[src/rtl/dshot_frame_decoder.sv]
// DSHOT receiver: classifies pulse high-times into bits, assembles 16-bit frames, checks CRC.
// Define DSHOT_BIDIR_EN for inverted (bidirectional) DSHOT with inverted CRC.
module dshot_frame_decoder #(
  parameter int CLK_FREQ_HZ = 72_000_000,
  parameter int DSHOT_BAUD  = 600_000
) (
  input  logic        i_sys_clk,
  input  logic        i_rst_n,
  input  logic        i_dshot,
  output logic        o_valid,
  output logic [10:0] o_throttle,
  output logic        o_telem,
  output logic        o_crc_ok,
  output logic        o_err,
  output logic [1:0]  o_err_code,
  output logic        o_busy
);

  localparam int BIT_CLKS = CLK_FREQ_HZ / DSHOT_BAUD;
  localparam int CNT_W    = $clog2(2 * BIT_CLKS + 1);

  localparam logic [CNT_W-1:0] CNT_MAX     = '1;
  localparam logic [CNT_W-1:0] CNT_ONE     = CNT_W'(1);
  localparam logic [CNT_W-1:0] GLITCH_CLKS = CNT_W'(BIT_CLKS / 8);
  localparam logic [CNT_W-1:0] HALF_CLKS   = CNT_W'(BIT_CLKS / 2);
  localparam logic [CNT_W-1:0] STUCK_CLKS  = CNT_W'(BIT_CLKS);
  localparam logic [CNT_W-1:0] GAP_CLKS    = CNT_W'(2 * BIT_CLKS);

  localparam logic [2:0] S_IDLE     = 3'd0;
  localparam logic [2:0] S_HIGH     = 3'd1;
  localparam logic [2:0] S_LOW      = 3'd2;
  localparam logic [2:0] S_CHECK    = 3'd3;
  localparam logic [2:0] S_WAIT_LOW = 3'd4;

`ifdef DSHOT_BIDIR_EN
  localparam logic IDLE_LVL = 1'b1;
`else
  localparam logic IDLE_LVL = 1'b0;
`endif

  logic             sync_q1;
  logic             sync_q2;
  logic             line_s;
  logic             line_q;
  logic             rise;
  logic             fall;
  logic [CNT_W-1:0] cnt;
  logic [2:0]       state;
  logic [3:0]       bitcnt;
  logic [15:0]      shreg;
  logic [11:0]      crc_v;
  logic [3:0]       crc_calc;
  logic [3:0]       crc_exp;

  // Synchronizer flops reset to the idle line level so reset release never looks like an edge.
  always_ff @(posedge i_sys_clk) begin
    if (!i_rst_n) begin
      sync_q1 <= IDLE_LVL;
      sync_q2 <= IDLE_LVL;
    end else begin
      sync_q1 <= i_dshot;
      sync_q2 <= sync_q1;
    end
  end

`ifdef DSHOT_BIDIR_EN
  assign line_s = ~sync_q2;
`else
  assign line_s = sync_q2;
`endif

  assign rise = line_s & ~line_q;
  assign fall = ~line_s & line_q;

  always_ff @(posedge i_sys_clk) begin
    if (!i_rst_n) begin
      line_q <= 1'b0;
      cnt    <= '0;
    end else begin
      line_q <= line_s;
      if (rise || fall) begin
        cnt <= '0;
      end else if (cnt != CNT_MAX) begin
        cnt <= cnt + CNT_ONE;
      end
    end
  end

  assign crc_v    = shreg[15:4];
  assign crc_calc = crc_v[3:0] ^ crc_v[7:4] ^ crc_v[11:8];
`ifdef DSHOT_BIDIR_EN
  assign crc_exp  = ~crc_calc;
`else
  assign crc_exp  = crc_calc;
`endif

  assign o_busy = (state == S_HIGH) || (state == S_LOW);

  // A fall during HIGH wins over the stuck-high timeout; a rise during LOW wins over the gap timeout.
  always_ff @(posedge i_sys_clk) begin
    if (!i_rst_n) begin
      state      <= S_IDLE;
      bitcnt     <= 4'd0;
      shreg      <= 16'd0;
      o_valid    <= 1'b0;
      o_throttle <= 11'd0;
      o_telem    <= 1'b0;
      o_crc_ok   <= 1'b0;
      o_err      <= 1'b0;
      o_err_code <= 2'b00;
    end else begin
      o_valid <= 1'b0;
      o_err   <= 1'b0;
      case (state)
        S_IDLE: begin
          if (rise) begin
            state  <= S_HIGH;
            bitcnt <= 4'd0;
          end
        end
        S_HIGH: begin
          if (fall) begin
            if (cnt < GLITCH_CLKS) begin
              o_err      <= 1'b1;
              o_err_code <= 2'b11;
              state      <= S_IDLE;
            end else begin
              shreg <= {shreg[14:0], (cnt >= HALF_CLKS)};
              if (bitcnt == 4'd15) begin
                state <= S_CHECK;
              end else begin
                bitcnt <= bitcnt + 4'd1;
                state  <= S_LOW;
              end
            end
          end else if (cnt > STUCK_CLKS) begin
            o_err      <= 1'b1;
            o_err_code <= 2'b10;
            state      <= S_WAIT_LOW;
          end
        end
        S_LOW: begin
          if (rise) begin
            state <= S_HIGH;
          end else if (cnt > GAP_CLKS) begin
            o_err      <= 1'b1;
            o_err_code <= 2'b01;
            state      <= S_IDLE;
          end
        end
        S_CHECK: begin
          o_valid    <= 1'b1;
          o_throttle <= shreg[15:5];
          o_telem    <= shreg[4];
          o_crc_ok   <= (shreg[3:0] == crc_exp);
          state      <= S_IDLE;
        end
        S_WAIT_LOW: begin
          if (!line_s) begin
            state <= S_IDLE;
          end
        end
        default: state <= S_IDLE;
      endcase
    end
  end

endmodule
[config.mk]
export PLATFORM = sky130hd
export DESIGN_NAME = dshot_frame_decoder
export DESIGN_NICKNAME = d
export VERILOG_FILES = /design/src/rtl/dshot_frame_decoder.sv
export SDC_FILE = /design/constraint.sdc
export NUM_CORES = 1
export LEC_CHECK = 0
export ABC_CLOCK_PERIOD_IN_PS = 1400
export CAP_MARGIN = 30
export CORE_MARGIN = 2
export CORE_UTILIZATION = 56
export CTS_CLUSTER_SIZE = 16
export DETAILED_ROUTE_END_ITERATION = 6
export DONT_BUFFER_PORTS = 1
export MAX_ROUTING_LAYER = met4
export PLACE_DENSITY = 0.74
export RECOVER_POWER = 100
export SLEW_MARGIN = 20
export SYNTH_ARGS = -nofsm -noshare
export SYNTH_HDL_FRONTEND = slang
export SYNTH_SLANG_ARGS = --single-unit
[constraint.sdc]
create_clock -name i_sys_clk -period 1.4 [get_ports i_sys_clk]
set_input_delay 0.28 -clock i_sys_clk [delete_from_list [all_inputs] [get_ports i_sys_clk]]
set_output_delay 0.28 -clock i_sys_clk [all_outputs]
set_load 0.03 [all_outputs]
* Word-level counts from Yosys, hierarchy flattened
Cells that the tools add are included.
** Storage, ports and cells
- Flip-flop bits (word level) :: 51
** Cells by class
- Equal/unequal tests :: 17
- Add/subtract/negate cells :: 2
- Reductions and logical operators :: 10
- $lt $le $gt $ge :: 4
- Muxes and demuxes :: 27
- Bitwise logic cells :: 8
** Operators with widths (count)
- $mux 3 :: 6
- $mux 4 :: 4
- $mux 2 :: 6
- $ne 2x2->1 const B :: 6
- $pmux 3 s4 :: 1
- $reduce_and 5->1 :: 2
- $ne 3x2->1 const B :: 3
- $add 8x1->8 const B :: 1
- $ge 8x6->1 const B :: 1
- $gt 8x7->1 const B :: 1
- $gt 8x8->1 const B :: 1
- $lt 8x4->1 const B :: 1
- $ne 8x8->1 const B :: 1
- $pmux 4 s2 :: 1
- $xor 4x4->4 :: 2
- $mux 1 :: 7
- $eq 3x2->1 const B :: 2
- $add 4x1->4 const B :: 1
- $eq 4x4->1 :: 1
- $eq 4x4->1 const B :: 1
- $not 1->1 :: 4
- $pmux 2 s2 :: 1
- $reduce_and 4->1 :: 1
- $reduce_bool 2->1 :: 2
- 9 further kinds :: 11

* Logic depth before layout (Yosys ltp)
- Word-level depth :: 5
- Mapped depth :: 7

* Worst setup path after synthesis
No wires, ideal clock.
- Path type :: register to register
- Start point :: reg cnt[0]
- End point :: reg o_err_code[0]
- Period minus slack after synthesis :: 1511 ps
- Required time :: 1274 ps
- Path buffers :: 0
- Arrival :: 1384 ps
- Stages on the path, launching flop included :: 6
- Slack :: -111 ps
- Setup time :: 126 ps
- Cells stage by stage :: dfxtp_1 ha_1 a31oi_2 a2111o_1 a21oi_1 nor4_2
** On the way
- Cells in the longest elaborated chain, start to end :: 3
** Ends and longest elaborated chain
- start, declared :: line 47 : logic [CNT_W-1:0] cnt;
- start signal, assigned :: line 84 : cnt <= cnt + CNT_ONE;
- $lt 8x4->1, or another cell as far along :: line 123 : if (cnt < GLITCH_CLKS) begin
- $ne 3x2->1 (no line) or $ne 2x1->1 (tied branches)
- $reduce_and 5->1 (no line) (*)
- end signal, assigned :: line 125 : o_err_code <= 2'b11;
- end signal, assigned :: line 138 : o_err_code <= 2'b10;
- end signal, assigned :: line 147 : o_err_code <= 2'b01;
- end, declared :: line 15 : output logic [1:0] o_err_code,
Every way passes the cells marked *; elsewhere a longest branch is shown, timed or not.
A chain may end at the register's enable or synchronous reset.

* Final worst setup path
- Start point :: reg state[1]
- End point :: out o_busy
** On the way
- Cells in the longest elaborated chain, start to end :: 2
** Ends and longest elaborated chain
- start, declared :: line 48 : logic [2:0] state;
- start signal, assigned :: line 102 : state <= S_IDLE;
- start signal, assigned :: line 117 : state <= S_HIGH;
- start signal, assigned :: line 126 : state <= S_IDLE;
- $eq 3x1->1 or $eq 3x2->1 (tied branches) :: line 97 : assign o_busy = (state == S_HIGH) || (state == S_LOW);
- $logic_or 1x1->1 (*) :: line 97
- end, declared :: line 16 : output logic o_busy
Marks and branches as above.

==> impl_results.md <==
* Mean Syn Cell Area at 9.12 um2
* Cell Area, Synth at 2330 um2
* Post-route ant nets at 0
* First-pass GRT wire length at 8470 um
* Filler cell count at 271
* Grt met1 use at 32.1%
* Grt ovf at 0
* Synth Area in Compound Gates at 13.4%
* Gp weighted congestion at 0.836
* Vias in the first global route at 1,804
* DP Worst Slack at -181 ps
* Worst-path maximum fanout at 5
* Clock Pin Slew Worst Setup and Hold Paths at 100 ps
* IO buf count at 0
* CTS tree: done
* Leak at 1.10 nW
* DP Area at 2660 um2
* Failing checks: setup timing
* Rows at 23
* Post-DP HPWL at 3520 um
* Routed len/inst at 15.7 um
* Initial Util at 58.1%
* Core area at 4000 um2
* RSZ-0062 raised after global routing: yes
* Number of enable flip-flop cells after synthesis at 0
* Syn_nets at 263
* Simple-gate share of the synthesized area at 20.5%
* Max-cap check violation count at 0
* CTS buffer count at 5
* Adder-cell area share of the yosys netlist at 2.69%
* F_max at 0.671 GHz
* CP arrival at 1210 ps
* CTS H-tree depth at 2
* Worst reg-to-reg setup slack at -80 ps
* Synth Register Bits at 51
* Worst setup SP type: flip-flop
* Top Usage Layer GRT: met2
* Area Growth Syn to Fin at 29.0%
* Met2 Usage GRT at 39.7%
* Setup TNS at -987 ps
* Fin worst setup slack at -91.2 ps
* Initial antenna violation count at 0
* Netlist cell types at 47
* Layout cell share with drive strength beyond 1 at 34.4%
* Least-Margin Pin Slew at 388 ps
* Diode count at 0
* R2r worst-path depth at 6
* Min Tclk post-route at 1490 ps
* Root buffer cell: clkbuf_8
* Post-route clock skew at 9.51 ps
* Maximum VDD drop at 0.548 mV
* Crit Path Class: flip-flop to output port
* Synth Area in XOR/XNOR at 6.78%
* Largest net degree at the start of global routing at 17
* Crit end category: output port
* Max clock buf depth at 2
* CP required at 1120 ps
* 1st-iter DRT viols at 115
* Final Core Density at 75.0%
* GRT met3 Usage at 5.43%
* Async SR Flop Fraction at 0%
* GRT Util Overall at 25.1%
* Synth Instances at 255
* Worst slew margin at 74.0%
* Hold path depth at 1
* Final worst-path cycle share at 107%
* Nets at 298
* Die span in x at 68.4 um
* CTS sink cnt at 51
* Via/cell ratio at 5.63
* Fin. max-slew vios at 0
* Cell area after layout at 3000 um2
* Pwr dens at 910 nW/um2
* Final count of hold timing violations at 0
* Vias post-DR at 1,920
* # setup viols final at 24
* Chip Height at 68.4 um
* Register area share after synthesis at 43.9%
* Commonest register cell after synthesis: dfxtp_1
* Largest family of logic cells by synthesized area: simple AND/OR/NAND/NOR gates
* # IOs at 21
* DR pass1 iterations at 4
* Post-route DRC at 0
* Worst skew pair latency at 310 ps
* Hold/Removal Path Class: input port to flip-flop
* Total power at 0.00273 W
* Area of the die at 4680 um2
* Post-synthesis mux area share at 7.80%
* Status: finished with violations
* Ys Warns at 0
* DRT Wirelength at 5370 um
==> flip-flops by register name, summed over array words and instances (netlist names), 2 cells and up <==
| register | cells |
|---|---|
| cnt | 8 |
| bitcnt | 4 |
| o_throttle | 11 |
| o_err_code | 2 |
| shreg | 16 |
| state | 3 |
==> cells in the mapped netlist, types with 4 or more instances <==
master | count | area (um2)
inv_1 | 9 | 33.8
dfxtp_1 | 51 | 1020
a21oi_1 | 20 | 100
nand2_1 | 29 | 109
nand4_1 | 4 | 25.0
xnor2_1 | 13 | 114
xor2_1 | 5 | 43.8
mux2i_1 | 17 | 170
nand3_1 | 8 | 40.0
buf_2 | 6 | 30.0
nor2_1 | 34 | 128
and3_1 | 6 | 37.5
clkbuf_1 | 4 | 15.0
ha_1 | 5 | 62.6
==> worst max-delay path, stage by stage (launching register included) <==
cell	delay (ps)
dfxtp_4	390
buf_6	120
xnor2_1	110
nor2_1	110
buf_4	170
==> metrics by stage <==
step,hold slack (ps),std cells
detailed placement,404,329
global placement,401,329
floorplan,407,255
global route,74.6,341
CTS,77.3,340
finish,83.5,341
==> path summary, 6_finish.rpt <==
check | start | to
min | i_rst_n | state[2]$_SDFFE_PN0P_
max reg2reg | line_q$_SDFF_PN0_ | o_err_code[1]$_SDFFE_PN0P_
max | state[1]$_SDFFE_PN0P_ | o_busy
min reg2reg | sync_q1$_SDFF_PN0_ | line_s$_SDFF_PN0_
==> kinds of logic (layout without fill, tap and decap cells) <==
kind of cell,after synthesis,in the layout
buffers and inverters,23,59
AND/OR/NAND/NOR,99,99
flip-flops,51,51
AO/OA/AOI/OAI,41,41
multiplexers,18,18
adder cells (fa/ha/maj),5,5
XOR/XNOR,18,18
==> area by class of cell <==
cell class,instances,area [um2],share of cell area [%]
Clock buffer,6,82.6,2.75
Inverter,10,40.0,1.33
Sequential cell,51,1050,34.9
Tap cell,50,62.6,2.09
Multi-Input combinational cell,181,1390,46.4
Timing Repair Buffer,41,339,11.3
Clock inverter,2,38.8,1.29
==> repair_timing <==
action,CTS,global route
resized for setup,22,31
hold buffers,0,0
pin swaps,7,9
gates cloned,1,0
setup buffers,3,3
setup endpoints to repair,28,34
==> per-layer routing <==
metal,vias up,share of wire (%)
met4,0,1.0
met1,953,44
met3,5,3.1
met2,22,51
met5,-,0
li1,940,-
==> power by group <==
part           switching (W)  total [W]  internal [W]  leakage (nW)
registers          0.0000171    0.00148       0.00146         0.418
clock network       0.000495    0.00108      0.000588        0.0618
logic              0.0000888   0.000170     0.0000814         0.622
total               0.000601    0.00273       0.00213          1.10
==> layout by cell type (no fill, tap or decap), types with 2 or more instances in the layout <==
cell type	Yosys	routed
inv_1	9	6
nor2_2	0	2
nand2b_4	0	2
ha_4	0	3
xor2_1	5	4
and3_1	6	4
nor4_2	2	2
mux2i_1	17	16
buf_6	2	5
nor3_2	1	2
ha_1	5	2
xnor2_1	13	13
buf_4	1	35
inv_2	1	3
nand2_1	29	29
a21oi_1	20	18
clkbuf_8	0	6
nand4_1	4	4
dfxtp_1	51	39
dfxtp_4	0	4
a21oi_2	0	2
dfxtp_2	0	8
and3_4	0	2
nor2_1	34	32
o21a_1	2	2
a211oi_1	3	3
nand3_1	8	7
(Power assumes the default switching activity.)
